`config.mk`:
```
export PLATFORM = sky130hd
export DESIGN_NAME = keypad_scanner_param
export DESIGN_NICKNAME = d
export VERILOG_FILES = /design/src/rtl/keypad_scanner_param.sv
export SDC_FILE = /design/constraint.sdc
export NUM_CORES = 1
export LEC_CHECK = 0
export ABC_CLOCK_PERIOD_IN_PS = 2550
export CORE_MARGIN = 2
export CORE_UTILIZATION = 30
export CTS_CLUSTER_SIZE = 25
export DETAILED_ROUTE_END_ITERATION = 6
export PLACE_DENSITY = 0.47
export SYNTH_ARGS = -nofsm -noshare
export SYNTH_HDL_FRONTEND = slang
export SYNTH_SLANG_ARGS = --single-unit
```
`constraint.sdc`:
```
create_clock -name clock -period 2.55 [get_ports clock]
set_input_delay 0.3825 -clock clock [delete_from_list [all_inputs] [get_ports clock]]
set_output_delay 0.3825 -clock clock [all_outputs]
set_load 0.01 [all_outputs]
```
`src/rtl/keypad_scanner_param.sv`:
```
// keypad_scanner_param
// Scans a ROWS x COLS matrix keypad and reports one pressed key as a
// binary code. It debounces presses and releases, rejects multi-key
// (ghost) patterns, and can optionally auto-repeat a held key.
//
// Ports
//   clock     : rising-edge system clock
//   reset     : asynchronous active-low reset
//   row       : raw, asynchronous row lines (high = contact on a driven column)
//   col       : column drive (all ones while idle/releasing, one-hot otherwise)
//   code      : row_index*COLS + col_index of the accepted key; held between presses
//   valid     : one-cycle strobe, code is new (first press or a repeat)
//   held      : high while an accepted key stays pressed
//   multi     : one-cycle strobe, more than one key seen
//   state_dbg : current FSM state, for observation only
//
// Output handshake: valid and multi are one-cycle strobes with no ready/backpressure;
// the host must capture code in the cycle valid is high. They are never high together.

module keypad_scanner_param #(
    parameter int ROWS       = 4,
    parameter int COLS       = 4,
    parameter int CODE_W     = $clog2(ROWS*COLS),
    parameter int SETTLE     = 3,
    parameter int DEBOUNCE   = 4,
    parameter int REPEAT_EN  = 0,
    parameter int REPEAT_DLY = 32,
    parameter int REPEAT_PER = 8
) (
    input  logic              clock,
    input  logic              reset,
    input  logic [ROWS-1:0]   row,
    output logic [COLS-1:0]   col,
    output logic [CODE_W-1:0] code,
    output logic              valid,
    output logic              held,
    output logic              multi,
    output logic [2:0]        state_dbg
);

    localparam logic [2:0] IDLE     = 3'd0;
    localparam logic [2:0] SCAN     = 3'd1;
    localparam logic [2:0] DEBOUNCE_ST = 3'd2;
    localparam logic [2:0] PRESSED  = 3'd3;
    localparam logic [2:0] RELEASE  = 3'd4;

    localparam int RW      = (ROWS > 1) ? $clog2(ROWS) : 1;
    localparam int CW      = (COLS > 1) ? $clog2(COLS) : 1;
    localparam int CNT_MAX = (SETTLE > DEBOUNCE + 1) ? SETTLE : DEBOUNCE + 1;
    localparam int CNT_W   = $clog2(CNT_MAX + 1);
    localparam int REP_MAX = (REPEAT_DLY > REPEAT_PER) ? REPEAT_DLY : REPEAT_PER;
    localparam int REP_W   = $clog2(REP_MAX + 1);

    logic [2:0]        state;
    logic [ROWS-1:0]   sync1;
    logic [ROWS-1:0]   srow;
    logic [CW-1:0]     col_idx;
    logic [CNT_W-1:0]  cnt;
    logic [1:0]        hit_cnt;     // saturates at 2: "more than one"
    logic              multi_flag;
    logic [RW-1:0]     hit_row;
    logic [CW-1:0]     hit_col;
    logic [REP_W-1:0]  rep_cnt;
    logic              rep_first;

    logic              srow_any;
    logic              srow_multi;
    logic [RW-1:0]     srow_idx;
    logic [ROWS-1:0]   hit_onehot;
    logic [CODE_W-1:0] code_calc;
    logic              scan_sample;
    logic              last_col;
    logic [1:0]        pass_hits;
    logic              pass_multi;
    logic [REP_W-1:0]  rep_target;

    // Two-flop synchronizer on the raw row lines; everything below uses srow.
    always_ff @(posedge clock or negedge reset) begin
        if (!reset) begin
            sync1 <= '0;
            srow  <= '0;
        end else begin
            sync1 <= row;
            srow  <= sync1;
        end
    end

    assign srow_any   = |srow;
    assign srow_multi = |(srow & (srow - ROWS'(1)));   // more than one bit set
    assign hit_onehot = ROWS'(1) << hit_row;
    assign code_calc  = CODE_W'(hit_row) * CODE_W'(COLS) + CODE_W'(hit_col);

    // Lowest set row bit of the current sample.
    always_comb begin
        srow_idx = '0;
        for (int i = ROWS - 1; i >= 0; i--) begin
            if (srow[i]) srow_idx = RW'(i);
        end
    end

    // Each column is driven for SETTLE cycles, then sampled on the next one.
    assign scan_sample = (cnt == CNT_W'(SETTLE));
    assign last_col    = (col_idx == CW'(COLS - 1));

    // Pass totals including the sample being taken this cycle.
    assign pass_hits  = !srow_any ? hit_cnt : ((hit_cnt == 2'd2) ? 2'd2 : hit_cnt + 2'd1);
    assign pass_multi = multi_flag || (srow_any && srow_multi) || (pass_hits == 2'd2);

    assign rep_target = rep_first ? REP_W'(REPEAT_DLY - 1) : REP_W'(REPEAT_PER - 1);

    always_ff @(posedge clock or negedge reset) begin
        if (!reset) begin
            state      <= IDLE;
            col_idx    <= '0;
            cnt        <= '0;
            hit_cnt    <= '0;
            multi_flag <= 1'b0;
            hit_row    <= '0;
            hit_col    <= '0;
            rep_cnt    <= '0;
            rep_first  <= 1'b0;
            code       <= '0;
            valid      <= 1'b0;
            held       <= 1'b0;
            multi      <= 1'b0;
        end else begin
            valid <= 1'b0;
            multi <= 1'b0;
            case (state)
                IDLE: begin
                    cnt <= '0;
                    if (srow_any) begin
                        state      <= SCAN;
                        col_idx    <= '0;
                        hit_cnt    <= '0;
                        multi_flag <= 1'b0;
                    end
                end

                SCAN: begin
                    if (!scan_sample) begin
                        cnt <= cnt + CNT_W'(1);
                    end else begin
                        cnt     <= '0;
                        hit_cnt <= pass_hits;
                        if (srow_any && hit_cnt == 2'd0) begin
                            hit_row <= srow_idx;
                            hit_col <= col_idx;
                        end
                        if (srow_any && srow_multi) multi_flag <= 1'b1;
                        if (last_col) begin
                            col_idx <= '0;
                            if (pass_hits == 2'd0) begin
                                state <= IDLE;             // spurious wake
                            end else if (pass_multi) begin
                                multi <= 1'b1;
                                state <= RELEASE;
                            end else begin
                                state <= DEBOUNCE_ST;
                            end
                        end else begin
                            col_idx <= col_idx + CW'(1);
                        end
                    end
                end

                // The first two cycles are skipped: srow still reflects the
                // column driven at the end of the scan pass.
                DEBOUNCE_ST: begin
                    if (cnt < CNT_W'(2)) begin
                        cnt <= cnt + CNT_W'(1);
                    end else if (srow != hit_onehot) begin
                        cnt   <= '0;
                        state <= IDLE;
                    end else if (cnt == CNT_W'(DEBOUNCE + 1)) begin
                        cnt       <= '0;
                        code      <= code_calc;
                        valid     <= 1'b1;
                        held      <= 1'b1;
                        rep_cnt   <= '0;
                        rep_first <= 1'b1;
                        state     <= PRESSED;
                    end else begin
                        cnt <= cnt + CNT_W'(1);
                    end
                end

                PRESSED: begin
                    if (!srow_any) begin
                        if (cnt == CNT_W'(DEBOUNCE - 1)) begin
                            cnt   <= '0;
                            held  <= 1'b0;
                            state <= RELEASE;
                        end else begin
                            cnt <= cnt + CNT_W'(1);
                        end
                    end else if (srow != hit_onehot) begin
                        cnt   <= '0;
                        multi <= 1'b1;
                        held  <= 1'b0;
                        state <= RELEASE;
                    end else begin
                        cnt <= '0;
                        // Repeat only advances while the accepted key is seen.
                        if (REPEAT_EN != 0) begin
                            if (rep_cnt == rep_target) begin
                                valid     <= 1'b1;
                                rep_cnt   <= '0;
                                rep_first <= 1'b0;
                            end else begin
                                rep_cnt <= rep_cnt + REP_W'(1);
                            end
                        end
                    end
                end

                RELEASE: begin
                    if (srow_any) begin
                        cnt <= '0;
                    end else if (cnt == CNT_W'(DEBOUNCE - 1)) begin
                        cnt   <= '0;
                        state <= IDLE;
                    end else begin
                        cnt <= cnt + CNT_W'(1);
                    end
                end

                default: begin
                    cnt   <= '0;
                    state <= IDLE;
                end
            endcase
        end
    end

    always_comb begin
        col = '1;
        case (state)
            SCAN:                 col = COLS'(1) << col_idx;
            DEBOUNCE_ST, PRESSED: col = COLS'(1) << hit_col;
            default:              col = '1;
        endcase
    end

    assign state_dbg = state;

endmodule
```
## After elaboration in Yosys (flattened, before gate mapping)

Index checks and enable logic that the tools add are counted.

| word-level totals | value |
|---|---|
| register bits | 30 |
| input bits | 6 |
| output and inout bits | 14 |
| word-level logic and storage cells | 121 |

| cells by class | value |
|---|---|
| add/subtract/negate cells | 5 |
| order comparisons | 1 |
| equal/unequal tests | 22 |
| shift operators | 3 |
| muxes and demuxes | 55 |
| bitwise operators | 3 |
| reductions and logical operators | 19 |

Operator list:

| kind | number |
|---|---|
| 3-bit two-way mux | 18 |
| 2-bit two-way mux | 10 |
| 1-bit two-way mux | 19 |
| 2-bit inequality test, second input constant | 9 |
| 3-bit one-hot mux with 5 select lines | 1 |
| 1-bit by 2-bit << shifter with 4-bit output, first input constant | 3 |
| 3-bit by 2-bit == test with 1-bit output, second input constant | 3 |
| 3-bit inequality test, second input constant | 3 |
| 3-bit one-hot mux with 3 select lines | 1 |
| 9-bit AND reduction | 1 |
| 2-bit one-hot mux with 2 select lines | 2 |
| 4-bit one-hot mux with 2 select lines | 1 |
| 4-bit AND reduction | 2 |
| 4-bit OR reduction | 2 |
| 2-bit == test, second input constant | 3 |
| 3-bit == test, second input constant | 2 |
| 1-bit one-hot mux with 2 select lines | 3 |
| 3-bit AND reduction | 2 |
| 6-bit AND reduction | 1 |
| 2-bit by 1-bit adder with 2-bit output, second input constant | 2 |
| 4-bit by 2-bit adder with 4-bit output | 1 |
| 4-bit AND | 1 |
| 2-bit logical NOT | 2 |
| 4-bit inequality test | 1 |
| other kinds (10) | 15 |

## Longest topological paths before layout

| depth | value |
|---|---|
| depth in word-level cells | 11 |
| depth in mapped cells | 7 |
| gate-level depth less buffers | 7 |

## Worst setup path after synthesis

Ideal clock, no wire load.

| path | value |
|---|---|
| path type | register to register |
| start | register srow[0] |
| end | register state[2], in the netlist state_dbg[2] |
| setup time | 0.130 ns |
| arrival time | 1.809 ns |
| required time | 2.420 ns |
| slack | 0.610 ns |
| cell stages (with the launch flop) | 8 |
| buffers on the path | 2 |
| clock period less this slack | 1.940 ns |
| cells stage by stage | dfrtp_1 -> buf_6 -> or4_1 -> buf_2 -> mux2i_1 -> or3_1 -> a31oi_1 -> o31ai_2 |

| between the ends | value |
|---|---|
| cells in the longest elaborated chain, start to end | 11 |
| elaborated cells on any way between the ends | 25 |
| classes of those cells | 1 x add/sub; 7 x eq/ne; 9 x mux; 1 x bitwise; 7 x reduce/logical |

RTL lines:

| what | RTL line | text |
|---|---|---|
| start, declared | 56 | `logic [ROWS-1:0] srow;` |
| start signal, assigned | 84 | `srow <= sync1;` |
| 4-bit by 1-bit subtractor with 4-bit output | 89 | `assign srow_multi = \|(srow & (srow - ROWS'(1)));` |
| 4-bit AND | 89 |  |
| 4-bit OR reduction | 89 |  |
| 1-bit logical AND | 107 | `assign pass_multi = multi_flag \|\| (srow_any && srow_multi) \|\| (pass_hits == 2'd2);` |
| 1-bit logical OR (2 in a row) | 107 |  |
| 3-bit two-way mux | 155 | `end else if (pass_multi) begin` |
| 3-bit two-way mux | 153 | `if (pass_hits == 2'd0) begin` |
| 3-bit two-way mux | 151 | `if (last_col) begin` |
| 3-bit two-way mux | 141 | `if (!scan_sample) begin` |
| 3-bit one-hot mux with 5 select lines | 129 | `case (state)` |
| end signal, assigned | 133 | `state <= SCAN;` |
| end signal, assigned | 154 | `state <= IDLE;` |
| end signal, assigned | 157 | `state <= RELEASE;` |
| end, declared | 54 | `logic [2:0] state;` |

Several ways; a longest one is shown, not always the timed one. The select of a mux whose other input is x is not followed.
A chain may end at the register's enable or synchronous reset.

## Worst setup path in the final report

| path | value |
|---|---|
| start | register state[1], in the netlist state_dbg[1] |
| end | output col[1] |

| between the ends | value |
|---|---|
| cells in the longest elaborated chain, start to end | 3 |
| elaborated cells on any way between the ends | 5 |
| classes of those cells | 3 x eq/ne; 1 x mux; 1 x reduce/logical |

RTL lines:

| what | RTL line | text |
|---|---|---|
| start signal, assigned | 113 | `state <= IDLE;` |
| start signal, assigned | 133 |  |
| start signal, assigned | 154 |  |
| 3-bit by 2-bit == test with 1-bit output | 238 | `case (state)` |
| 2-bit OR reduction | 238 |  |
| 4-bit one-hot mux with 2 select lines * | 238 |  |
| end, declared | 33 | `output logic [COLS-1:0] col,` |

Every way passes the cells marked *; elsewhere a longest branch is shown, timed or not.

==> impl_metrics.tcl <==
set metrics [dict create \
    synth_mux_area_share_pct 5.28 \
    slew_headroom_pct 64.0 \
    ant_nets 0 \
    first_global_vias 1263 \
    cts.path.max_buffers 2 \
    io_buffer_count 19 \
    diodes 0 \
    synth_top_area_share_pct 45.2 \
    synth-main-ff-cell "dfrtp_1" \
    tns_ns 0 \
    antenna_found_initial 0 \
    area_growth_syn_to_layout_pct 20.0 \
    worst_slew_pin_slew_ns 0.537 \
    leakage_nw 0.822 \
    ys_warn_count 0 \
    drive_gt1_share_pct 11.8 \
    crit_start "state_dbg[1]" \
    first_pass_iters 4 \
    p_per_area_nw_per_um2 863 \
    viasPerCell 5.00 \
    grt_overflow 0 \
    slew_viol_final 0 \
    nFillCells 541 \
    routed_wirelength_mm 3.66 \
    synthSimpleGateAreaFrac_pct 20.5 \
    finalCritPeriodShare_pct 92.1 \
    pwr-share-seq_pct 39.3 \
    synth_top_family_by_area "simple AND/OR/NAND/NOR gates" \
    power_frac_comb_pct 36.9 \
    ys_async_sr_fraction_pct 100 \
    clock_latency_ns 0.29 \
    drc_errors 0 \
    synth_nets 181 \
    cp_data_required_time_ns 2.17 \
    worstPathMaxFanout 18 \
    clock.fmax_mhz 426 \
    clk_pin_slew_worst_paths_ns 0.07 \
    drt_iter0_drc 37 \
    grt_usage_pct 13.0 \
    gp_congestion 0.851 \
    ios 20 \
    period_needed_ns 2.35 \
    synth_seq_area_share_pct 45.2 \
    r2r_cells 6 \
    syn_avg_cell_area_um2 9.88 \
    vias 1291 \
    clockRootBuffer "clkbuf_8" \
    synthAdderAreaFrac_pct 5.88 \
    synth_edf_count 0 \
    dpl.hpwl_mm 2.62 \
    rsz0062_at_grt "no" \
    fin_worst_skew_ns 0.0126 \
    initial_core_util_pct 30.5 \
    finalHoldViolations 0 \
    worst_setup_path_start_kind "flip-flop" \
    crit_path_end_kind "output port" \
    clock_sinks 30 \
    layout.nets 198 \
    die_h_um 78.4 \
    synth_commonest_cells "30 x dfrtp_1, 17 x nand2_1, 13 x nor2_1" \
    fp.dieW_um 78.4 \
    switching_share_pct 37.1 \
    peakVddDrop_mv 0.373 \
    status "finished clean" \
    clkPwrFrac_pct 23.7 \
    routedWlPerCell_um 14.2 \
    hp-start "sync1[3]" \
    synthXorXnorAreaFrac_pct 0 \
    syn_inst 168 \
    final_core_util_pct 36.6 \
    design.die.area_um2 6150 \
    p_int_w 0.00108 \
    h-tree-depth 2 \
    ys_ff_latch 30 \
    fp-row-count 27 \
    grt_first_pass_wirelength_mm 6.14 \
    setup_viol 0 \
    yosys.area.top_type "dfrtp_1" \
    syn-cell-area_um2 1660 \
    cts_made_buffers 5 \
    worstSetupPathType "reg -> out" \
    timing.rr.start "cnt[1]" \
    min_path_cells 0 \
    arrival_ns 1.97 \
    grt_max_degree 31 \
    synth_compound_area_share_pct 17.8 \
    p_sw_w 0.000638 \
    yosysMostFrequentCell "dfrtp_1" \
    min_path_type "reg -> reg" \
    maxCapViolCount 0 \
    cts_tree "done" \
    synth_area_leaders "dfrtp_1 45%, ha_1 5.3%, nand2_1 3.8%, nor2_1 2.9%, mux2_1 2.7%" \
    ys_types 54 \
    core_um2 5440 \
]
critical path, stage by stage, from the launching register on:
cell	delay (ns)
dfrtp_2	0.52
or3b_2	0.49
o211ai_1	0.10
clkdlybuf4s50_1	0.56
registers in the layout, indices dropped and copies added, names as in the netlist:
name	cells
held	1
valid	1
code	4
hit_col	2
col_idx	2
hit_cnt	2
multi	1
multi_flag	1
sync1	4
hit_row	2
srow	4
cnt	3
state_dbg	3
cell families (layout without fill, tap and decap cells):
family	after synthesis	after routing
AOI/OAI and AO/OA	40	40
muxes	8	8
buffers and inverters	19	37
DFF	30	30
adders and majority gates	8	8
and+or+nand+nor	63	63
power by group through the flow:
stage / Combinational [W] / Clock [W] / Sequential (W)
2_1_floorplan: 0.000473 / 0 / 0.000613
3_3_place_gp: 0.000635 / 0 / 0.000679
3_5_place_dp: 0.000637 / 0 / 0.000686
4_1_cts: 0.000642 / 0.000420 / 0.000676
5_1_grt: 0.000712 / 0.000451 / 0.000700
6_report: 0.000636 / 0.000408 / 0.000677
layout by cell type, fill, tap and decap left out, drive strengths merged, types with 2 or more instances in the layout:
| master | netlist | final |
|---|---|---|
| dfrtp | 30 | 30 |
| clkdlybuf4s50 | 0 | 19 |
| nand2 | 17 | 17 |
| nor2 | 14 | 14 |
| inv | 8 | 8 |
| ha | 7 | 7 |
| a21oi | 6 | 6 |
| clkbuf | 4 | 6 |
| mux2 | 6 | 6 |
| or3 | 5 | 5 |
| o21ai | 5 | 5 |
| nor3 | 4 | 4 |
| or2 | 4 | 4 |
| or3b | 4 | 4 |
| nand3 | 3 | 3 |
| a31oi | 3 | 3 |
| a22o | 3 | 3 |
| o31ai | 3 | 3 |
| a32oi | 2 | 2 |
| o211ai | 2 | 2 |
| mux2i | 2 | 2 |
| o22a | 2 | 2 |
| nand3b | 2 | 2 |
| a21boi | 2 | 2 |
| o221a | 2 | 2 |
| buf | 7 | 2 |
| o311ai | 2 | 2 |
| nor4 | 2 | 2 |
| and2 | 2 | 2 |
metal layers:
metal	track usage, %	vias to the layer above	share of wire [%]
met5	0	-	0
met4	4.74	0	1.1
met3	4.37	4	4.4
met2	21.9	30	48
met1	15.5	617	47
li1	-	640	-
what timing repair did:
| action | in CTS | in global routing |
|---|---|---|
| setup endpoints to repair | 0 | 1 |
| gates resized for setup | 0 | 1 |
| buffers inserted | 0 | 0 |
| hold buffers | 0 | 0 |
path summary, 6_finish.rpt:
| path | endpoint | slack [ns] |
|---|---|---|
| worst max register to register | hit_col[0] | 0.41 |
| worst max-delay path | col[1] | 0.20 |
| worst min register to register | srow[3] | 0.35 |
| worst min-delay path | srow[3] | 0.35 |
| max in group asynchronous | state_dbg[1] | 1.76 |
| min in group asynchronous | code[3] | 0.49 |
final cells by class:
| cell class | instances | area, um2 | area share (%) |
|---|---|---|---|
| clock buffer | 6 | 82.6 | 4.14 |
| clock inverter | 2 | 12.5 | 0.628 |
| inverter | 8 | 30.0 | 1.51 |
| multi-input combinational | 119 | 821 | 41.2 |
| sequential | 30 | 752 | 37.7 |
| tap | 72 | 90.1 | 4.52 |
| timing repair buffer | 21 | 205 | 10.3 |
through the flow:
| stage | setup slack (ns) | instance area (um2) | cells | power (W) | hold WS (ns) |
|---|---|---|---|---|---|
| after floorplan | 0.610 | 1660 | 168 | 0.00109 | 0.0869 |
| after global placement | 0.451 | 1900 | 250 | 0.00131 | 0.333 |
| after detailed placement | 0.428 | 1900 | 250 | 0.00132 | 0.338 |
| after CTS | 0.112 | 1990 | 258 | 0.00174 | 0.353 |
| after global routing | 0.145 | 1990 | 258 | 0.00186 | 0.356 |
| final | 0.201 | 1990 | 258 | 0.00172 | 0.351 |
Power figures use the tool's default switching activity.
